--- src/rtl/calc_pkg.sv ---
// Shared definitions for the result display block.
//   state_t        converter FSM states (IDLE, SHIFT, COMMIT)
//   SEG_*          active-low seven-segment patterns, bit order {g,f,e,d,c,b,a}
//   DIG_MINUS/E    out-of-range digit codes understood by seg7_decode
package calc_pkg;

  typedef enum logic [1:0] {
    ST_IDLE,
    ST_SHIFT,
    ST_COMMIT
  } state_t;

  localparam logic [6:0] SEG_0     = 7'b1000000;
  localparam logic [6:0] SEG_1     = 7'b1111001;
  localparam logic [6:0] SEG_2     = 7'b0100100;
  localparam logic [6:0] SEG_3     = 7'b0110000;
  localparam logic [6:0] SEG_4     = 7'b0011001;
  localparam logic [6:0] SEG_5     = 7'b0010010;
  localparam logic [6:0] SEG_6     = 7'b0000010;
  localparam logic [6:0] SEG_7     = 7'b1111000;
  localparam logic [6:0] SEG_8     = 7'b0000000;
  localparam logic [6:0] SEG_9     = 7'b0010000;
  localparam logic [6:0] SEG_BLANK = 7'b1111111;
  localparam logic [6:0] SEG_MINUS = 7'b0111111;
  localparam logic [6:0] SEG_E     = 7'b0000110;

  // Digit codes above 9 reused for the non-numeric glyphs.
  localparam logic [3:0] DIG_MINUS = 4'hA;
  localparam logic [3:0] DIG_E     = 4'hE;

endpackage

--- src/rtl/seg7_decode.sv ---
// Combinational seven-segment decoder.
//   digit  in   4-bit digit code (0-9, DIG_MINUS, DIG_E)
//   blank  in   1 forces all segments off
//   seg    out  active-low segments {g,f,e,d,c,b,a}
import calc_pkg::*;

module seg7_decode (
  input  logic [3:0] digit,
  input  logic       blank,
  output logic [6:0] seg
);

  always_comb begin
    seg = SEG_BLANK;
    if (!blank) begin
      case (digit)
        4'd0:      seg = SEG_0;
        4'd1:      seg = SEG_1;
        4'd2:      seg = SEG_2;
        4'd3:      seg = SEG_3;
        4'd4:      seg = SEG_4;
        4'd5:      seg = SEG_5;
        4'd6:      seg = SEG_6;
        4'd7:      seg = SEG_7;
        4'd8:      seg = SEG_8;
        4'd9:      seg = SEG_9;
        DIG_MINUS: seg = SEG_MINUS;
        DIG_E:     seg = SEG_E;
        default:   seg = SEG_BLANK;
      endcase
    end
  end

endmodule

--- src/rtl/result_display.sv ---
// Signed result to 4-digit multiplexed seven-segment display.
// A double-dabble converter turns a captured signed result into BCD and
// commits it to the display registers; an independent scanner cycles the
// four digits from those registers.
//   clk      in   system clock
//   reset_n  in   asynchronous active-low reset
//   load     in   capture result (ignored while busy)
//   result   in   W-bit signed value
//   busy     out  conversion in progress
//   valid    out  display registers hold a completed conversion
//   an       out  active-low one-hot digit enable, an[3] leftmost
//   seg      out  active-low segments {g,f,e,d,c,b,a}
import calc_pkg::*;

module result_display #(
  parameter int W           = 10,
  parameter int REFRESH_DIV = 50000
) (
  input  logic         clk,
  input  logic         reset_n,
  input  logic         load,
  input  logic [W-1:0] result,
  output logic         busy,
  output logic         valid,
  output logic [3:0]   an,
  output logic [6:0]   seg
);

  // Every 3 binary bits need at most one decimal digit; keep at least the
  // hundreds/tens/units nibbles so the commit slice is always in range.
  localparam int ND = ((W / 3 + 1) < 3) ? 3 : (W / 3 + 1);
  localparam int BW = 4 * ND;
  localparam int CW = $clog2(W + 1);
  localparam int RW = $clog2(REFRESH_DIV);

  localparam logic [CW-1:0] ITERS    = CW'(W);
  localparam logic [RW-1:0] REF_LAST = RW'(REFRESH_DIV - 1);

  state_t state, state_next;

  // Converter
  logic [BW-1:0] bcd, bcd_adj;
  logic [W-1:0]  bin;
  logic [CW-1:0] iter;
  logic          neg_cap, err_cap;
  logic [W-1:0]  mag;
  logic          mag_err;

  // Display registers (the only state shared with the scanner)
  logic [3:0]    disp_h, disp_t, disp_u;
  logic          disp_neg, disp_err;

  // Scanner
  logic [RW-1:0] refresh;
  logic [1:0]    idx;
  logic [3:0]    cur_digit;
  logic          cur_blank;
  logic [6:0]    cur_seg;

  assign mag     = result[W-1] ? (~result + 1'b1) : result;
  assign mag_err = (W > 10) && (32'(mag) > 32'd999);

  // FSM state register
  always_ff @(posedge clk or negedge reset_n) begin
    if (!reset_n) state <= ST_IDLE;
    else          state <= state_next;
  end

  always_comb begin
    state_next = state;
    case (state)
      ST_IDLE:   if (load) state_next = ST_SHIFT;
      ST_SHIFT:  if (iter == CW'(1)) state_next = ST_COMMIT;
      ST_COMMIT: state_next = ST_IDLE;
      default:   state_next = ST_IDLE;
    endcase
  end

  assign busy = (state != ST_IDLE);

  // Double-dabble correction: +3 on every nibble >= 5 before the shift.
  always_comb begin
    bcd_adj = bcd;
    for (int unsigned i = 0; i < ND; i++) begin
      if (bcd[4*i +: 4] >= 4'd5) bcd_adj[4*i +: 4] = bcd[4*i +: 4] + 4'd3;
    end
  end

  always_ff @(posedge clk or negedge reset_n) begin
    if (!reset_n) begin
      bcd      <= '0;
      bin      <= '0;
      iter     <= '0;
      neg_cap  <= 1'b0;
      err_cap  <= 1'b0;
      disp_h   <= '0;
      disp_t   <= '0;
      disp_u   <= '0;
      disp_neg <= 1'b0;
      disp_err <= 1'b0;
      valid    <= 1'b0;
    end else begin
      case (state)
        ST_IDLE: begin
          if (load) begin
            neg_cap <= result[W-1];
            err_cap <= mag_err;
            bin     <= mag;
            bcd     <= '0;
            iter    <= ITERS;
          end
        end
        ST_SHIFT: begin
          bcd  <= {bcd_adj[BW-2:0], bin[W-1]};
          bin  <= {bin[W-2:0], 1'b0};
          iter <= iter - 1'b1;
        end
        ST_COMMIT: begin
          disp_u   <= bcd[3:0];
          disp_t   <= bcd[7:4];
          disp_h   <= bcd[11:8];
          disp_neg <= neg_cap;
          disp_err <= err_cap;
          valid    <= 1'b1;
        end
        default: ;
      endcase
    end
  end

  // Refresh divider and digit index
  always_ff @(posedge clk or negedge reset_n) begin
    if (!reset_n) begin
      refresh <= '0;
      idx     <= '0;
    end else if (refresh == REF_LAST) begin
      refresh <= '0;
      idx     <= idx + 2'd1;
    end else begin
      refresh <= refresh + 1'b1;
    end
  end

  // Leading-zero blanking: tens blank only when hundreds is also zero.
  always_comb begin
    cur_digit = disp_u;
    cur_blank = 1'b0;
    case (idx)
      2'd3: begin
        cur_digit = DIG_MINUS;
        cur_blank = !disp_neg;
      end
      2'd2: begin
        cur_digit = disp_err ? DIG_E : disp_h;
        cur_blank = !disp_err && (disp_h == 4'd0);
      end
      2'd1: begin
        cur_digit = disp_err ? DIG_E : disp_t;
        cur_blank = !disp_err && (disp_h == 4'd0) && (disp_t == 4'd0);
      end
      default: begin
        cur_digit = disp_err ? DIG_E : disp_u;
        cur_blank = 1'b0;
      end
    endcase
  end

  seg7_decode u_decode (
    .digit (cur_digit),
    .blank (cur_blank),
    .seg   (cur_seg)
  );

  always_ff @(posedge clk or negedge reset_n) begin
    if (!reset_n) begin
      an  <= 4'b1111;
      seg <= SEG_BLANK;
    end else if (valid) begin
      an  <= ~(4'b0001 << idx);
      seg <= cur_seg;
    end else begin
      an  <= 4'b1111;
      seg <= SEG_BLANK;
    end
  end

endmodule
--- config.mk ---
export PLATFORM = sky130hd
export DESIGN_NAME = result_display
export DESIGN_NICKNAME = d
export VERILOG_FILES = /design/src/rtl/calc_pkg.sv /design/src/rtl/seg7_decode.sv /design/src/rtl/result_display.sv
export SDC_FILE = /design/constraint.sdc
export NUM_CORES = 1
export LEC_CHECK = 0
export CAP_MARGIN = 15
export CORE_MARGIN = 2
export CORE_UTILIZATION = 30
export DETAILED_ROUTE_END_ITERATION = 10
export GPL_TIMING_DRIVEN = 0
export HOLD_SLACK_MARGIN = 0.12
export PLACE_DENSITY = 0.49
export REMOVE_ABC_BUFFERS = 1
export SYNTH_ARGS = -nofsm -noshare
export SYNTH_HDL_FRONTEND = slang
export SYNTH_HIERARCHICAL = 1
export SYNTH_SLANG_ARGS = --single-unit
--- constraint.sdc ---
create_clock -name clk -period 3.4 [get_ports clk]
set_clock_uncertainty 0.05 [all_clocks]
set_input_delay 0.34 -clock clk [delete_from_list [all_inputs] [get_ports clk]]
set_output_delay 0.34 -clock clk [all_outputs]
set_load 0.1 [all_outputs]
==> qor.txt, run 1 <==
CTS tree = built
Global-route wire length before repair = 12.5 mm
Clock transition at path regs = 60 ps
Vias in the first global route = 2594
Setup violations, final = 0
Nets@finish = 428
Cts bufs inserted = 9
Tcrit/Tclk final = 77.2%
Final wirelength = 7.06 mm
Antenna diodes = 0
Router iterations before antenna repair = 4
Worst EP required = 3010 ps
Post-synth EDFFs = 0
Worst-path maximum fanout = 12
Global placement routability congestion = 0.754
DP Wirelength = 4.87 mm
Site Rows = 40
Mapped Avg Cell Area = 10.2 um2
Max cap viols = 0
Crit. End Element = output pin
Layout area overhead = 19.5%
H-tree depth = 3
Type of the most critical hold path = reg2reg
GR Overflow Total = 0
Worst-Skew Late Latency = 330 ps
Placed cell count = 551
PortBufs = 25
Relative slew slack = 35.3%
Final Instance Count excl. Fillers = 568
Die footprint = 13500 um2
Via Count = 2653
DRC Markers = 0
Fin. max-slew vios = 0
Period minus WS final = 2630 ps
Syn Inst Count = 371
Total Routing Usage GR = 11.7%
Initial Util = 31.1%
Starting DRC count in detailed routing = 107
Vias per cell = 4.67
Fill count = 1253
Peak supply drop = 0.291 mV
Root Driver = clkbuf_16
WS Path Type = reg2out
Max Root-Sink Buffers = 2
Power Density = 855 nW/um2
Core Util, Final = 37.2%
Number of library cell types mapped by synthesis = 51
# clock sinks = 72
Antenna violation net count after detailed routing = 0
Startpoint Class = flop
Layout cell share with drive strength beyond 1 = 12.5%
Antenna violations before repair = 0
I/O pin cnt = 26
Post-Syn Area = 3770 um2
Fmax = 381 MHz
Power, Total = 3.85 mW
Wire length per cell = 12.4 um
RSZ-0062 raised after global routing = no
Vert. Die Dim = 116 um
Status = completed
Synthesis Warnings = 6
Core area = 12100 um2
Final hold violation count = 0
WP data arrival = 2240 ps
Sequential fraction of the synthesis area = 48.2%
Largest net degree at the start of global routing = 71
Worst slew pin tran = 968 ps
Die width = 116 um
CTS resizes = 0
#FFs+latches synth = 72
Pleak = 1.90 nW
Synth async-reset ratio = 100%
Top FF cell, synth = dfrtp_1
## logic make-up after synthesis
group,count (synthesis),share of synthesized area [%]
AO/OA/AOI/OAI,84,13.8
XOR/XNOR,23,5.35
adder cells (fa/ha/maj),20,6.64
buffers and inverters,34,3.99
flip-flops,72,48.2
multiplexers,16,4.65
AND/OR/NAND/NOR,122,17.4
## cell usage after synthesis, drive strengths merged, types with 2 or more instances
| library cell | instances | area (um2) |
|---|---|---|
| dfrtp | 61 | 1530 |
| o21ai | 37 | 185 |
| nand2 | 32 | 120 |
| a21oi | 20 | 100 |
| ha | 20 | 250 |
| nor2 | 20 | 75.1 |
| inv | 19 | 73.8 |
| nand2b | 17 | 106 |
| nand3 | 16 | 80.1 |
| mux2 | 12 | 135 |
| xor2 | 12 | 105 |
| clkbuf | 11 | 41.3 |
| dfstp | 11 | 289 |
| xnor2 | 11 | 96.3 |
| a22oi | 8 | 60.1 |
| nor2b | 8 | 50.1 |
| nor4 | 7 | 58.8 |
| a22o | 4 | 35.0 |
| buf | 4 | 35.0 |
| mux2i | 4 | 40.0 |
| nand4 | 4 | 25.0 |
| or2 | 4 | 25.0 |
| nor3 | 3 | 15.0 |
| nor3b | 3 | 27.5 |
| o22ai | 3 | 18.8 |
| a221o | 2 | 20.0 |
| o21bai | 2 | 15.0 |
## layer usage
metal  part of all wire, %  vias up  global-route usage [%]  routed length, um
met4                   1.6        0                    4.29                114
li1                      -     1349                       -                  -
met2                    47       38                    18.9               3310
met5                     0        -                       0                  0
met3                   3.0        7                    3.03                209
met1                    48     1259                    15.2               3430
## path summary, 6_finish.rpt
check / startpoint / end / slack, ps / cells after the start
max in group asynchronous: reset_n / an[0] / 2460 / 3
min: iter[3] / iter[3] / 440 / 1
min reg2reg: iter[3] / iter[3] / 440 / 1
max reg2reg: idx[0] / seg[3] / 870 / 10
max: state[0] / busy / 770 / 2
min in group asynchronous: reset_n / seg[0] / 470 / 2
## power breakdown
part           total, mW  leakage (nW)  internal (mW)  switching, mW
registers           1.37         0.900           1.16          0.211
logic               1.51         0.850          0.565          0.948
clock network      0.966         0.149          0.610          0.357
## metrics by stage
step	cell area [um2]	hold slack [ps]	TNS, ps	worst slack, ps
2_1_floorplan	3690	-5.59	0	928
3_3_place_gp	4150	418	-36450	-601
3_5_place_dp	4180	273	0	860
4_1_cts	4500	438	0	758
5_1_grt	4500	459	0	613
6_report	4500	437	0	775
## state kept, by name (all words and copies together), names as in the netlist
name      cells
bin          10
neg_cap       1
idx           2
refresh      16
state         2
iter          4
disp_neg      1
disp_t        4
valid         1
disp_h        4
disp_u        4
seg           7
an            4
bcd          12
## critical path: stages, from the launching register on
cell and delay [ps]:
dfrtp_1 600, or2_2 190, clkdlybuf4s50_1 1120
## placed cells by master (no fill, tap or decap), types with 16 or more instances in the layout
cell             synthesis  final
o21ai_0                 36     36
nand2b_1                17     17
nand3_1                 16     16
nor2_1                  20     20
a21oi_1                 20     20
nand2_1                 32     32
dfrtp_1                 61     61
clkdlybuf4s50_1          0     24
ha_1                    20     20
inv_1                   17     17
## cell type report
type,instances,area [um2],share of cell area (%)
Clock buffer,12,256,5.70
Clock inverter,4,51.3,1.14
Timing Repair Buffer,28,293,6.51
Tap cell,168,210,4.67
Inverter,19,73.8,1.64
Multi-Input combinational cell,265,1800,40.0
Sequential cell,72,1820,40.3
## what timing repair did
item                      4_1_cts  5_1_grt
hold buffers                    1        0
buffers inserted                0        0
hold endpoints to repair       63        0
Note: power is estimated with default switching activity, not from simulation.
==> run 2: changes to the inputs <==
==> constraint.sdc (replaced) <==
create_clock -name clk -period 2.65 [get_ports clk]
set_clock_uncertainty 0.05 [all_clocks]
set_input_delay 0.265 -clock clk [delete_from_list [all_inputs] [get_ports clk]]
set_output_delay 0.265 -clock clk [all_outputs]
set_load 0.1 [all_outputs]
==> qor.txt, run 2 (synthesis results as in run 1) <==
CTS tree = built
Combinational share of power = 39.3% (about the same)
Cts bufs inserted = 9 (unchanged)
DRC Markers = 0 (unchanged)
Type of the most critical hold path = in2async
Max cap viols = 0 (unchanged)
Net Sw Power = 1.95 mW (+28%)
Antenna diodes = 0 (unchanged)
Final wirelength = 7.06 mm (about the same)
DP Area = 4180 um2 (unchanged)
WHS = 398 ps (-38.6 ps)
Largest registers = refresh (16), bcd (12), bin (10)
Most frequent cells in the layout = dfrtp_1 (61), o21ai_0 (34), nand2_1 (32), clkdlybuf4s50_1 (24)
Pleak = 1.90 nW (about the same)
Global-route wire length before repair = 12.5 mm (unchanged)
Worst slew pin tran = 968 ps (-0.000656 ps)
Vert. Die Dim = 116 um (unchanged)
Antenna violations before repair = 0 (unchanged)
Seq pwr share = 35.5% (about the same)
Setup violations, final = 0 (unchanged)
Power Density = 1100 nW/um2 (+28%)
Max Root-Sink Buffers = 2 (unchanged)
Largest reg by FF count = refresh
Period minus WS final = 2550 ps
Fill count = 1253 (unchanged)
DP Wirelength = 4.87 mm (unchanged)
Sw Ratio = 39.4% (about the same)
Relative slew slack = 35.3% (unchanged)
Clock transition at path regs = 60 ps (about the same)
Crit path cell chain = or2_2 -> clkdlybuf4s50_1
Total Routing Usage GR = 11.7% (unchanged)
Largest net degree at the start of global routing = 71 (unchanged)
Startpoint Class = flop
Crit. End Element = output pin
Final Instance Count excl. Fillers = 568 (unchanged)
PortBufs = 25 (unchanged)
Crit path capture = busy
Wire length per cell = 12.4 um (about the same)
Die width = 116 um (unchanged)
Fin. max-slew vios = 0 (unchanged)
Starting DRC count in detailed routing = 107 (unchanged)
Clock power frac = 25.1% (about the same)
Slowest cell on crit path = clkdlybuf4s50_1
WP data arrival = 2240 ps (about the same)
Global placement routability congestion = 0.754 (unchanged)
Design area = 4500 um2 (unchanged)
Die footprint = 13500 um2 (unchanged)
Core area = 12100 um2 (unchanged)
R2R depth = 9 (-1)
Worst EP required = 2340 ps (-670 ps)
Site Rows = 40 (unchanged)
Status = completed
GR Overflow Total = 0 (unchanged)
Root Driver = clkbuf_16
Vias per cell = 4.68 (+0.30%)
Fmax = 392 MHz
Tcrit/Tclk final = 96.2%
WS Path Type = reg2out
Final hold violation count = 0 (unchanged)
R2r setup slk = 250 ps (-620 ps)
I/O pin cnt = 26 (unchanged)
H-tree depth = 3 (unchanged)
Initial Util = 31.1% (unchanged)
Layout cell share with drive strength beyond 1 = 12.5% (unchanged)
Peak supply drop = 0.374 mV (+28%)
Placed cell count = 551 (unchanged)
Commonest non-fill, non-tap cell in the layout = dfrtp_1
Reg-to-reg critical path startpoint = idx[0]
Layout area overhead = 19.5% (unchanged)
Max incr delay on CP = 1120 ps (about the same)
Critical Path Start = state[0]
Vias in the first global route = 2594 (unchanged)
Nets@finish = 428 (unchanged)
RSZ-0062 raised after global routing = no
Max reg flops = 16 (unchanged)
Router iterations before antenna repair = 4 (unchanged)
Via Count = 2661 (+0.30%)
Worst-Skew Late Latency = 330 ps (about the same)
Antenna violation net count after detailed routing = 0 (unchanged)
Int Power = 2.99 mW (+28%)
FF-to-FF End = seg[4]
Worst-path maximum fanout = 12 (unchanged)
# clock sinks = 72 (unchanged)
run 2: changes by cell type in the layout (fill, tap and decap cells not counted):
cell,delta
o21ai_0,-2
o21ai_1,+2
run 2: metal layers:
layer	GRT usage, %	up-vias	part of all wire (%)
li1	-	1350	-
met1	15.2	1268	49
met2	18.9	36	47
met3	3.03	7	2.9
met4	4.29	0	1.6
met5	0	-	0
run 2: through the flow:
stage,setup slack (ps),util (%),total power [mW],TNS (ps)
6_report,99.7,37.2,4.94,0
5_1_grt,36.8,37.2,5.30,0
4_1_cts,82.9,37.2,5.02,0
3_5_place_dp,110,34.5,3.75,0
3_3_place_gp,-1280,34.3,3.70,-82650
2_1_floorplan,178,-,3.28,0
run 2: critical path, delay by kind of cell, from the launching register on:
kind | cells | cell delay (ps)
buffers and inverters | 1 | 1120
DFF | 1 | 600
and+or+nand+nor | 1 | 190
run 2: power groups by stage:
stage / clock network, mW / registers [mW] / logic [mW]
3_5_place_dp: 0 / 1.78 / 1.96
3_3_place_gp: 0 / 1.77 / 1.93
2_1_floorplan: 0 / 2.17 / 1.11
6_report: 1.24 / 1.75 / 1.94
4_1_cts: 1.29 / 1.76 / 1.97
5_1_grt: 1.33 / 1.82 / 2.16
run 2: layout make-up:
type                    count  area, um2  area share [%]
clock buffers              12        256            5.70
clock inverters             4       51.3            1.14
inverters                  19       73.8            1.64
multi-input cells         265       1800            40.0
flip-flops and latches     72       1820            40.3
well taps                 168        210            4.67
repair buffers             28        293            6.51
run 2: worst min path at each step:
stage / startpoint / endpoint / depth (start not counted)
after floorplan: reset_n / bcd[0] / 0
after global placement: iter[3] / iter[3] / 1
after detailed placement: reset_n / seg[3] / 1
after CTS: reset_n / seg[3] / 2
after global routing: reset_n / seg[0] / 2
final: reset_n / seg[0] / 2
run 2: repair_timing:
action	in CTS	in global routing
hold endpoints to repair	63	0
setup endpoints to repair	0	5
hold buffers	1	0
buffers inserted	0	0
resized for setup	0	2
==> run 3: changes to the inputs <==
--- a/config.mk
+++ b/config.mk
@@ -8,6 +8,7 @@
 export CAP_MARGIN = 15
 export CORE_MARGIN = 2
 export CORE_UTILIZATION = 30
+export CTS_BUF_LIST = sky130_fd_sc_hd__clkbuf_2 sky130_fd_sc_hd__clkbuf_4 sky130_fd_sc_hd__clkbuf_8
 export DETAILED_ROUTE_END_ITERATION = 10
 export GPL_TIMING_DRIVEN = 0
 export HOLD_SLACK_MARGIN = 0.12
==> constraint.sdc (replaced) <==
create_clock -name clk -period 3.1 [get_ports clk]
set_clock_uncertainty 0.05 [all_clocks]
set_input_delay 0.31 -clock clk [delete_from_list [all_inputs] [get_ports clk]]
set_output_delay 0.31 -clock clk [all_outputs]
set_load 0.1 [all_outputs]
==> qor.txt, run 3 (synthesis results as in run 1) <==
Largest reg by FF count = refresh
RSZ-0062 raised after global routing = no
R2r setup slk = 570 ps (+320 ps)
Core area = 12100 um2 (unchanged)
CTS tree = built
Final Instance Count excl. Fillers = 568 (unchanged)
# clock sinks = 72 (unchanged)
Startpoint Class = flop
Worst EP required = 2740 ps (+400 ps)
Tcrit/Tclk final = 84.3%
Cts bufs inserted = 9 (unchanged)
DRC Markers = 0 (unchanged)
Max reg flops = 16 (unchanged)
Register area = 1820 um2 (unchanged)
Setup violations, final = 0 (unchanged)
Total Routing Usage GR = 11.4% (-0.27 points)
Antenna violation net count after detailed routing = 0 (unchanged)
Antenna diodes = 0 (unchanged)
Clock transition at path regs = 80 ps (+20 ps)
Pleak = 1.86 nW (-2.2%)
DP Area = 4180 um2 (unchanged)
Period minus WS final = 2610 ps
WS Path Type = reg2out
Design area = 4400 um2 (-2.2%)
I/O pin cnt = 26 (unchanged)
Vert. Die Dim = 116 um (unchanged)
WP data arrival = 2250 ps (about the same)
Via Count = 2637 (-0.90%)
Layout cell share with drive strength beyond 1 = 12.8% (+0.25 points)
Setup_tns = 0 ps (unchanged)
Worst slew pin tran = 968 ps (-0.00221 ps)
Fin. max-slew vios = 0 (unchanged)
Largest registers = refresh (16), bcd (12), bin (10)
Root Driver = clkbuf_8
Wire length per cell = 12.3 um (-1.3%)
Vias in the first global route = 2565 (-1.1%)
Router iterations before antenna repair = 4 (unchanged)
Vias per cell = 4.64 (-0.90%)
Site Rows = 40 (unchanged)
DP Wirelength = 4.87 mm (unchanged)
H-tree depth = 3 (unchanged)
Type of the most critical hold path = in2async
Setup repair bufs after CTS = 0 (unchanged)
Die width = 116 um (unchanged)
Relative slew slack = 35.3% (about the same)
Multi-input logic area = 1800 um2 (unchanged)
Commonest non-fill, non-tap cell in the layout = dfrtp_1
Max cap viols = 0 (unchanged)
PortBufs = 25 (unchanged)
WHS = 428 ps (+29.8 ps)
Largest net degree at the start of global routing = 71 (unchanged)
Initial Util = 31.1% (unchanged)
GR Overflow Total = 0 (unchanged)
Placed cell count = 551 (unchanged)
Worst-Skew Late Latency = 340 ps (about the same)
Worst-path maximum fanout = 12 (unchanged)
Most frequent cells in the layout = dfrtp_1 (61), o21ai_0 (36), nand2_1 (32), clkdlybuf4s50_1 (24)
Global-route wire length before repair = 12.4 mm (-1.4%)
Global placement routability congestion = 0.754 (unchanged)
Status = completed
Antenna violations before repair = 0 (unchanged)
Layout area overhead = 16.9%
Crit. End Element = output pin
Nets@finish = 428 (unchanged)
Fill count = 1269 (+1.3%)
Power Density = 894 nW/um2 (-18%)
Final wirelength = 6.97 mm (-1.3%)
Max Root-Sink Buffers = 2 (unchanged)
Final hold violation count = 0 (unchanged)
Fmax = 383 MHz
Die footprint = 13500 um2 (unchanged)
Peak supply drop = 0.302 mV (-19%)
Core Util, Final = 36.4% (-0.81 points)
Starting DRC count in detailed routing = 103 (-3.7%)
==> run 3: per-layer routing <==
metal	track usage, %	vias to the layer above	routed length [um]
met4	3.57	0	102
met5	0	-	0
li1	-	1346	-
met1	15.2	1251	3450
met2	18.5	33	3240
met3	2.88	7	181
==> run 3: layout make-up <==
cell class | instances | area share (%)
repair buffers | 28 | 6.65
inverters | 19 | 1.68
clock inverters | 4 | 1.17
well taps | 168 | 4.77
multi-input cells | 265 | 40.9
clock buffers | 12 | 3.61
flip-flops and latches | 72 | 41.2
==> run 3: timing repair <==
action,in CTS,in global routing
gates resized for setup,0,0
endpoints found under the hold margin,63,0
hold buffers,1,0
==> run 3: report_power, final <==
| group | switching (mW) | internal [mW] |
|---|---|---|
| logic | 1.04 | 0.620 |
| registers | 0.232 | 1.27 |
| clock network | 0.355 | 0.427 |
==> run 3: critical path: stages (launching register included) <==
cell             delay, ps
dfrtp_1                600
or2_2                  190
clkdlybuf4s50_1       1120
==> run 3: path summary, 6_finish.rpt <==
check                          from       to  depth (start not counted)
max                        state[0]     busy                          2
min                         reset_n   seg[0]                          2
max reg2reg                  idx[0]   seg[3]                         10
min reg2reg                 iter[3]  iter[3]                          1
max in group asynchronous   reset_n    an[3]                          3
min in group clk            iter[3]  iter[3]                          1
==> run 3: through the flow <==
stage / setup WS [ps] / power [mW]
after floorplan: 628 / 2.81
after detailed placement: 560 / 3.20
final: 488 / 3.94
after global routing: 301 / 4.25
after global placement: -871 / 3.16
after CTS: 461 / 4.01
==> variant: new RTL, config.mk and constraints of run 1 <==
Re-encode `state_t` (3 states) as one-hot, 3 bits wide.
--- a/src/rtl/calc_pkg.sv
+++ b/src/rtl/calc_pkg.sv
@@ -4,10 +4,10 @@
 //   DIG_MINUS/E    out-of-range digit codes understood by seg7_decode
 package calc_pkg;
 
-  typedef enum logic [1:0] {
-    ST_IDLE,
-    ST_SHIFT,
-    ST_COMMIT
+  typedef enum logic [2:0] {
+    ST_IDLE   = 3'b001,
+    ST_SHIFT  = 3'b010,
+    ST_COMMIT = 3'b100
   } state_t;
 
   localparam logic [6:0] SEG_0     = 7'b1000000;
Behaviour: no difference found for any inputs over 10 cycles, from zero or initial values and one cycle with reset_n low; not proved beyond that.
==> variant against run 1 <==
- sequential cell count up 1
- cell area up 1.1%
- wire length up 6.1%
- fmax down 4.5%
- hold slack worse by 0.062 ns
- non-clock buffer count unchanged
- global-route usage up 0.60 points
- critical path type unchanged
- setup slack worse by 0.12 ns
- area after synthesis up 1.7%
- first-iteration DRC count up 54%
- sequential share of layout area up 0.16 points
Power is not compared: it rests on default switching activity, and its combinational part moved more than twofold at a synthesized area within 25%.
==> variant: results (changes against run 1) <==
Yosys
  • Fraction of registers with async set/reset: 100.0% (unchanged)
  • Synth unique cells: 60 (+18%)
  • Mean post-synth cell area: 10.88 um^2 (+7.2%)
  • Top cells by area, synth: dfrtp_1 40%, dfstp_2 8.2%, ha_1 6.5%, mux2_2 4.4%, xnor2_1 2.7%
  • Top cells by count, synth: 61 x dfrtp_1, 20 x ha_1, 20 x nor2_1, 20 x o21ai_0, 19 x nand2_1
  • Sequential fraction of the synthesis area: 48.09% (-0.12 points)

Route
  • Top Metal Used: met4
  • Routed wire length per instance: 13.53 um (+8.8%)
  • First DRT Iteration DRCs: 165 (+54%)
  • DRT Pass-1 Iters: 5 (+1)
  • Number of vias per cell: 4.805 (+2.9%)
  • Met2 routed WL: 3.441 mm (+3.9%)
  • Post-route DRC violation count: 0 (unchanged)
  • Vias: 2662 (+0.34%)
  • Met3 wire length: 161 um (-23%)
  • Met1 wire length: 3.725 mm (+8.8%)

GRT
  • GR Util All Layers: 12.31% (+0.60 points)
  • First-pass GRT wire length: 13.08 mm (+4.5%)
  • Grt met1 use: 16.22% (+0.98 points)
  • Met3 usage: 2.935% (-0.098 points)
  • Largest net degree at the start of global routing: 56 (-21%)
  • Grt ovf: 0 (unchanged)
  • Grt met2 use: 19.34% (+0.48 points)

Clocking
  • Clock Path Buffers: 2 (unchanged)
  • H-tree depth: 3 (unchanged)
  • Root buf cell: clkbuf_16
  • Clock Latency Late Sink: between 0.3 and 0.4 ns
  • Clock slew at reported path FFs: 0.06 ns (about the same)
  • Post-CTS Resized: 0 (unchanged)
  • Post-CTS Setup Inserts: 0 (unchanged)

Cells and area
  • Storage element area: 1842 um^2 (+1.4%)
  • Layout Nets: 410 (-4.2%)
  • Antenna diode count: 0 (unchanged)
  • Layout cell share with drive strength beyond 1: 14.92% (+2.4 points)
  • Fill count: 1277 (+1.9%)

Critical path
  • Slowest cell on crit path: clkdlybuf4s50_1
  • WP data arrival: 2.36 ns (+0.12 ns)
  • Worst path max stage delay: 0.98 ns (-0.14 ns)
  • Worst-path maximum fanout: 11 (-1)

Placed design
  • Dpl hpwl: 5.282 mm (+8.5%)
  • Area after DPL: 4248 um^2 (+1.6%)
  • Placed Instances: 537 (-2.5%)
  • Routability cong.: 0.7479 (-0.82%)
  • Worst slack at placement: 0.8473 ns (-0.01238 ns)

STA
  • Slew @ Worst Pin: 1.057 ns (+0.08955 ns)

Min path
  • Hold Path Class: in -> async

Power and ir drop
  • Peak supply drop: ~0.00025 V
  • Leak: about 1.9 nW

Outcome
  • Status: complete, no violations
variant: layout make-up:
type,instances,area share [%]
Timing Repair Buffer,28,6.382
Clock inverter,3,0.8803
Inverter,21,1.788
Tap cell,172,4.732
Clock buffer,13,5.502
Multi-Input combinational cell,244,40.22
Sequential cell,73,40.50
variant: final timing paths:
check                                       to  depth (start not counted)            startpoint  slack, ns
hold / removal              bcd[3]$_DFFE_PN0P_                          2               reset_n       0.37
setup reg to reg              seg[3]$_DFF_PN1_                         10    idx[1]$_DFFE_PN0N_       0.85
setup / recovery                          busy                          2  state[2]$_DFFE_PN0P_       0.65
hold reg to reg            neg_cap$_DFFE_PN0P_                          2   neg_cap$_DFFE_PN0P_       0.43
min in group clk           neg_cap$_DFFE_PN0P_                          2   neg_cap$_DFFE_PN0P_       0.43
max in group asynchronous      an[3]$_DFF_PN1_                          3               reset_n       2.33
variant: kinds of logic (layout without fill, tap and decap cells):
family | count (synthesis) | count (layout) | share of synthesized area [%]
muxes | 23 | 23 | 6.501
DFF | 73 | 73 | 48.09
adders and majority gates | 20 | 20 | 6.534
and+or+nand+nor | 99 | 99 | 14.80
buffers and inverters | 35 | 65 | 4.149
xor gates and xnor gates | 24 | 24 | 5.488
AOI/OAI and AO/OA | 78 | 78 | 14.44
variant: where the power goes:
part | total (W) | switching (W) | internal [W]
Sequential | 0.00108 | 0.0000866 | 0.000992
Clock | 0.000936 | 0.000349 | 0.000586
Combinational | 0.000575 | 0.000363 | 0.000211
variant: critical path: cells and delay by family, from the launching register on:
family | cells | cell delay (ns)
buffers and inverters | 1 | 0.98
flip-flops | 1 | 0.51
AND/OR/NAND/NOR | 1 | 0.53
variant: repair_timing:
item	CTS	global route
endpoints found under the setup margin	0	0
hold buffers	1	0
endpoints found under the hold margin	18	0
